==> src/rtl/led_chaser_multi_if.sv <==
// led_chaser_multi_if -- control/status bundle for the LED chaser.
//   en    : run enable (low freezes pattern and prescaler)
//   mode  : pattern select (00 bounce, 01 rotl, 10 rotr, 11 fill/drain)
//   div   : step period minus one, in enabled clocks
//   led   : registered LED pattern
//   step  : one-cycle pulse, high in the cycle after a step moved led
//   wrap  : one-cycle pulse with step when led returns to the start pattern
// master drives the controls; slave (the chaser) drives the status.
interface led_chaser_multi_if #(
    parameter int WIDTH = 8,
    parameter int DIV_W = 8
);
    logic             en;
    logic [1:0]       mode;
    logic [DIV_W-1:0] div;
    logic [WIDTH-1:0] led;
    logic             step;
    logic             wrap;

    modport master (output en, mode, div, input  led, step, wrap);
    modport slave  (input  en, mode, div, output led, step, wrap);
endinterface

==> src/rtl/led_chaser_multi.sv <==
// led_chaser_multi -- multi-pattern LED chaser with an enabled-clock prescaler.
//   clk   : rising-edge clock
//   reset : synchronous, active-high
//   bus   : led_chaser_multi_if.slave (en/mode/div in, led/step/wrap out)
// A prescaler ticks every div+1 enabled clocks; each tick advances the
// selected pattern by one step. A mode change reloads the new mode's start
// pattern immediately and swallows any coincident tick.
module led_chaser_multi #(
    parameter int WIDTH = 8,
    parameter int DIV_W = 8
) (
    input  logic                clk,
    input  logic                reset,
    led_chaser_multi_if.slave   bus
);

    typedef enum logic [1:0] {
        M_BOUNCE = 2'b00,
        M_ROTL   = 2'b01,
        M_ROTR   = 2'b10,
        M_FILL   = 2'b11
    } mode_e;

    // Bounce direction and fill/drain phase, each a two-state machine.
    typedef enum logic {DIR_UP   = 1'b0, DIR_DOWN = 1'b1} dir_e;
    typedef enum logic {PH_FILL  = 1'b0, PH_DRAIN = 1'b1} ph_e;

    localparam logic [WIDTH-1:0] LSB_ONE = {{(WIDTH-1){1'b0}}, 1'b1};
    localparam logic [WIDTH-1:0] MSB_ONE = {1'b1, {(WIDTH-1){1'b0}}};
    localparam logic [DIV_W-1:0] CNT_ONE = {{(DIV_W-1){1'b0}}, 1'b1};

    function automatic logic [WIDTH-1:0] start_pat(input logic [1:0] m);
        case (mode_e'(m))
            M_ROTR:  return MSB_ONE;
            M_FILL:  return '0;
            default: return LSB_ONE;   // bounce and rotate-left
        endcase
    endfunction

    mode_e            mode_q, mode_d;
    logic [WIDTH-1:0] led_q,  led_d;
    logic [DIV_W-1:0] cnt_q,  cnt_d;
    dir_e             dir_q,  dir_d;
    ph_e              ph_q,   ph_d;
    logic             step_q, step_d;
    logic             wrap_q, wrap_d;

    logic             tick;
    logic [WIDTH-1:0] nxt;

    // >= rather than == so a div lowered below cnt ticks at once instead of
    // letting cnt run through 2^DIV_W.
    assign tick = bus.en && (cnt_q >= bus.div);

    always_comb begin
        mode_d = mode_e'(bus.mode);
        led_d  = led_q;
        cnt_d  = cnt_q;
        dir_d  = dir_q;
        ph_d   = ph_q;
        step_d = 1'b0;
        wrap_d = 1'b0;
        nxt    = led_q;

        if (mode_e'(bus.mode) != mode_q) begin
            // Reload beats a coincident tick; no step/wrap pulse.
            led_d = start_pat(bus.mode);
            cnt_d = '0;
            dir_d = DIR_UP;
            ph_d  = PH_FILL;
        end else if (tick) begin
            cnt_d = '0;
            case (mode_q)
                M_BOUNCE: begin
                    // Ends are shown once: turn around on the step leaving them.
                    if (dir_q == DIR_UP) begin
                        if (led_q[WIDTH-1]) begin
                            nxt   = led_q >> 1;
                            dir_d = DIR_DOWN;
                        end else begin
                            nxt   = led_q << 1;
                        end
                    end else begin
                        if (led_q[0]) begin
                            nxt   = led_q << 1;
                            dir_d = DIR_UP;
                        end else begin
                            nxt   = led_q >> 1;
                        end
                    end
                end
                M_ROTL: nxt = {led_q[WIDTH-2:0], led_q[WIDTH-1]};
                M_ROTR: nxt = {led_q[0], led_q[WIDTH-1:1]};
                default: begin
                    if (ph_q == PH_FILL) begin
                        nxt = {led_q[WIDTH-2:0], 1'b1};
                        if (&nxt) ph_d = PH_DRAIN;
                    end else begin
                        nxt = {led_q[WIDTH-2:0], 1'b0};
                        if (~|nxt) ph_d = PH_FILL;
                    end
                end
            endcase
            led_d  = nxt;
            step_d = 1'b1;
            wrap_d = (nxt == start_pat(mode_q));
        end else if (bus.en) begin
            cnt_d = cnt_q + CNT_ONE;
        end
    end

    always_ff @(posedge clk) begin
        if (reset) begin
            mode_q <= mode_e'(bus.mode);
            led_q  <= start_pat(bus.mode);
            cnt_q  <= '0;
            dir_q  <= DIR_UP;
            ph_q   <= PH_FILL;
            step_q <= 1'b0;
            wrap_q <= 1'b0;
        end else begin
            mode_q <= mode_d;
            led_q  <= led_d;
            cnt_q  <= cnt_d;
            dir_q  <= dir_d;
            ph_q   <= ph_d;
            step_q <= step_d;
            wrap_q <= wrap_d;
        end
    end

    assign bus.led  = led_q;
    assign bus.step = step_q;
    assign bus.wrap = wrap_q;

endmodule

==> src/flat_wrapper.sv <==
// flat-port wrapper written by rule: the top's interface ports become plain ports
module led_chaser_multi_flat 
#(
    parameter int WIDTH = 8,
    parameter int DIV_W = 8
)
  (clk, reset, bus_en, bus_mode, bus_div, bus_led, bus_step, bus_wrap);
  led_chaser_multi_if #(.WIDTH(WIDTH), .DIV_W(DIV_W)) bus_i ();
  input  logic clk;
  input  logic reset;
  input wire logic [$bits(bus_i.en)-1:0] bus_en;
  input wire logic [$bits(bus_i.mode)-1:0] bus_mode;
  input wire logic [$bits(bus_i.div)-1:0] bus_div;
  output wire logic [$bits(bus_i.led)-1:0] bus_led;
  output wire logic [$bits(bus_i.step)-1:0] bus_step;
  output wire logic [$bits(bus_i.wrap)-1:0] bus_wrap;
  assign bus_i.en = bus_en;
  assign bus_i.mode = bus_mode;
  assign bus_i.div = bus_div;
  assign bus_led = bus_i.led;
  assign bus_step = bus_i.step;
  assign bus_wrap = bus_i.wrap;
  led_chaser_multi #(.WIDTH(WIDTH), .DIV_W(DIV_W)) u_core (.clk(clk), .reset(reset), .bus(bus_i));
endmodule
==> config.mk <==
export PLATFORM = sky130hd
export DESIGN_NAME = led_chaser_multi_flat
export DESIGN_NICKNAME = d
export VERILOG_FILES = /design/src/rtl/led_chaser_multi_if.sv /design/src/rtl/led_chaser_multi.sv /design/src/flat_wrapper.sv
export SDC_FILE = /design/constraint.sdc
export NUM_CORES = 1
export LEC_CHECK = 0
export CAP_MARGIN = 15
export CORE_MARGIN = 2
export CORE_UTILIZATION = 47
export CTS_BUF_LIST = sky130_fd_sc_hd__clkbuf_4 sky130_fd_sc_hd__clkbuf_8 sky130_fd_sc_hd__clkbuf_16
export DETAILED_ROUTE_END_ITERATION = 10
export PLACE_DENSITY = 0.74
export SLEW_MARGIN = 10
export SYNTH_ARGS = -nofsm -noshare
export SYNTH_HDL_FRONTEND = slang
export SYNTH_SLANG_ARGS = --single-unit
==> constraint.sdc <==
create_clock -name clk -period 2.13 [get_ports clk]
set_input_delay 0.213 -clock clk [delete_from_list [all_inputs] [get_ports clk]]
set_output_delay 0.213 -clock clk [all_outputs]
set_load 0.01 [all_outputs]
==> summary.md <==
| Metric | Value |
|---|---|
| Status | complete, no violations |
| FF+latch count, synth | 22 |
| Residual DRC | 0 |
| Avg Inst Size Synth | 9.62 sq um |
| Grt ovf | 0 |
| Chip Height | 58.1 microns |
| Synth Flop Type | dfxtp_1 |
| PortBufs | 22 |
| Number of I/O pins | 23 |
| CTS tree | built |
| Clk pin slew, worst setup/hold paths | 0.13 ns |
| Post-CTS resize count | 0 |
| Final slew viol count | 0 |
| Top cells by area, synth | dfxtp_1 20%, edfxtp_1 17%, ha_1 8.2% |
| Pre-antenna DRT Iters | 4 |
| Global placer's final weighted congestion | 0.845 |
| Crit end category | flop |
| Sink Count | 22 |
| Mapped Area | 1380 sq um |
| Min cycle time layout | 2.03 ns |
| Final Hold Fails | 0 |
| CP Class | flop to flop |
| # rows | 19 |
| Setup Skew | 0.00651 ns |
| Largest net degree at the start of global routing | 14 |
| Yosys top cell by area | dfxtp_1 |
| Crit path required time | 2.35 ns |
| Via count | 1165 |
| H-tree depth | 1 |
| PD cells | 575 nW/um^2 |
| EDFF count, synth | 8 |
| Fmax | 492 MHz |
| Utilization after layout | 63.2% |
| Area growth from synthesis to layout | 26.6% |
| Vias/cell | 5.63 |
| Hold Crit Class | primary input to flop |
| Core box area | 2760 sq um |
| CTS Hold Buffers Added | 0 |
| Setup violations, final | 0 |
| Sequential share of the synthesized area | 37.8% |
| Arr. time, crit path | 2.26 ns |
| Layout cell share with drive strength beyond 1 | 15.9% |
| Area after DPL | 1680 sq um |
| Leak Pwr | 0.683 nW |
| Post-Synthesis Cells | 143 |
| Num CTS Buffers | 3 |
| Final nets | 199 |
| First-pass GRT wire length | 5.01 mm |
| Initial antenna violation count | 0 |
| Post-detail-place hpwl | 2.39 mm |
| All-layer global routing usage | 18.9% |
| Count of cell types in the netlist | 48 |
| Worst setup SP type | flop |
| Synthesized Nets | 165 |
| Synth top area share | 20.4% |
| # Max-Cap Violations | 0 |
| Clock buffer depth | 2 |
| Effective utilization at floorplan | 49.9% |
| Die extent in x | 58.1 microns |
| Peak VDD IR | 0.456 mV |
| Final period utilization | 95.3% |
| Async S/R FF share, synth | 0% |
| Warnings from Yosys | 0 |
| WL per Instance | 14.1 microns |
| Worst-Skew Late Latency | 0.31 ns |
| Initial DRC Count | 46 |
| Slew margin rel. | 65.2% |
| Post-route cell area | 1740 sq um |
| WL final | 2.93 mm |
| Clk root buf | clkbuf_4 |
| Post-CTS setup buffer count | 0 |
| Crit-path max FO | 5 |
| Vias in the first global route | 1165 |
| Fillers | 240 |
| Antenna viol nets, final | 0 |
| Die area | 3380 sq um |
| Worst-Margin Slew | 0.521 ns |
| RSZ-0062 raised after global routing | no |
| ANT cells | 0 |
==> layer usage <==
| layer | up-vias | global-route usage, % | share of wire (%) | wire, microns |
|---|---|---|---|---|
| met5 | - | 0 | 0 | 0 |
| met4 | 0 | 6.31 | 1.9 | 56 |
| met3 | 6 | 4.02 | 4.8 | 142 |
| met2 | 33 | 34.7 | 51 | 1500 |
| met1 | 548 | 21.5 | 42 | 1230 |
| li1 | 578 | - | - | - |
==> per-stage QoR <==
step	worst slack, ns	std cells	TNS [ns]	total power [mW]	hold WS [ns]
2_1_floorplan	0.107	143	0	0.599	0.241
3_3_place_gp	-0.135	203	-1.21	0.677	0.501
3_5_place_dp	-0.162	203	-2.28	0.683	0.505
4_1_cts	0.0856	207	0	1.01	0.409
5_1_grt	0.0105	207	0	1.04	0.435
6_report	0.0995	207	0	1.00	0.419
==> layout by cell type, fill, tap and decap left out, drive strengths merged, types with 3 or more instances in the layout <==
cell           netlist  final
a21oi                7      7
a31oi                3      3
buf                  5     13
clkbuf               1      3
clkdlybuf4s50        0     22
dfxtp               14     14
edfxtp               8      8
ha                   9      9
inv                 12     12
mux2i                6      6
nand2                6      6
nand2b               4      4
nand3                4      4
nand4                6      6
nor2                17     17
o21ai                3      3
xnor2                3      3
xor2                 6      6
==> final timing paths <==
kind / slack [ns] / cells after the start / from / endpoint
worst max-delay path: 0.1 / 7 / u_core.cnt_q[3]$_SDFFE_PP0P_ / u_core.dir_q$_SDFFE_PP0P_
worst min-delay path: 0.42 / 1 / bus_mode[0] / u_core.mode_q[0]$_DFF_P_
worst max register to register: 0.1 / 7 / u_core.cnt_q[3]$_SDFFE_PP0P_ / u_core.dir_q$_SDFFE_PP0P_
worst min register to register: 0.53 / 2 / u_core.ph_q$_SDFFE_PP0P_ / u_core.ph_q$_SDFFE_PP0P_
==> layout make-up <==
type                            count  area [sq um]  share of cell area [%]
Multi-Input combinational cell    103           768                    44.1
Sequential cell                    22           520                    29.9
Timing Repair Buffer               35           318                    18.2
Inverter                           12          45.0                    2.58
Tap cell                           31          38.8                    2.23
Clock inverter                      1          30.0                    1.72
Clock buffer                        3          22.5                    1.29
==> registers in the layout, indices dropped and copies added (netlist names) <==
name,cells
u_core.bus.led,8
u_core.bus.step,1
u_core.bus.wrap,1
u_core.cnt_q,8
u_core.dir_q,1
u_core.mode_q,2
u_core.ph_q,1
==> cell families after synthesis <==
kind of cell             count (synthesis)  synth area share, %
AND/OR/NAND/NOR                         54                 22.3
AO/OA/AOI/OAI                           24                 13.9
adder cells (fa/ha/maj)                  9                 8.18
buffers and inverters                   18                 6.91
multiplexers                             7                 5.18
XOR/XNOR                                 9                 5.73
flip-flops                              22                 37.8
==> critical path, stage by stage (launching register included) <==
cell     delay [ns]
dfxtp_1        0.39
ha_1           0.29
o21a_2         0.12
nor2_1         0.03
or4_1          0.57
buf_4          0.19
and2_1         0.15
o221a_1        0.20
==> synthesized netlist by cell type (all sizes together), types with 2 or more instances <==
cell type and n:
a2111oi 2, a21oi 7, a221oi 2, a31oi 3
and2 2, buf 5, dfxtp 14, edfxtp 8
ha 9, inv 12, mux2i 6, nand2 6
nand2b 4, nand3 4, nand4 6, nor2 17
nor2b 2, nor3 2, o21ai 3, o22ai 2
or3 2, xnor2 3, xor2 6
==> power breakdown <==
group / internal (mW) / switching [mW]
clock network: 0.190 / 0.136
registers: 0.454 / 0.0258
logic: 0.107 / 0.0884
No activity file was read; power rests on OpenSTA's default activity.
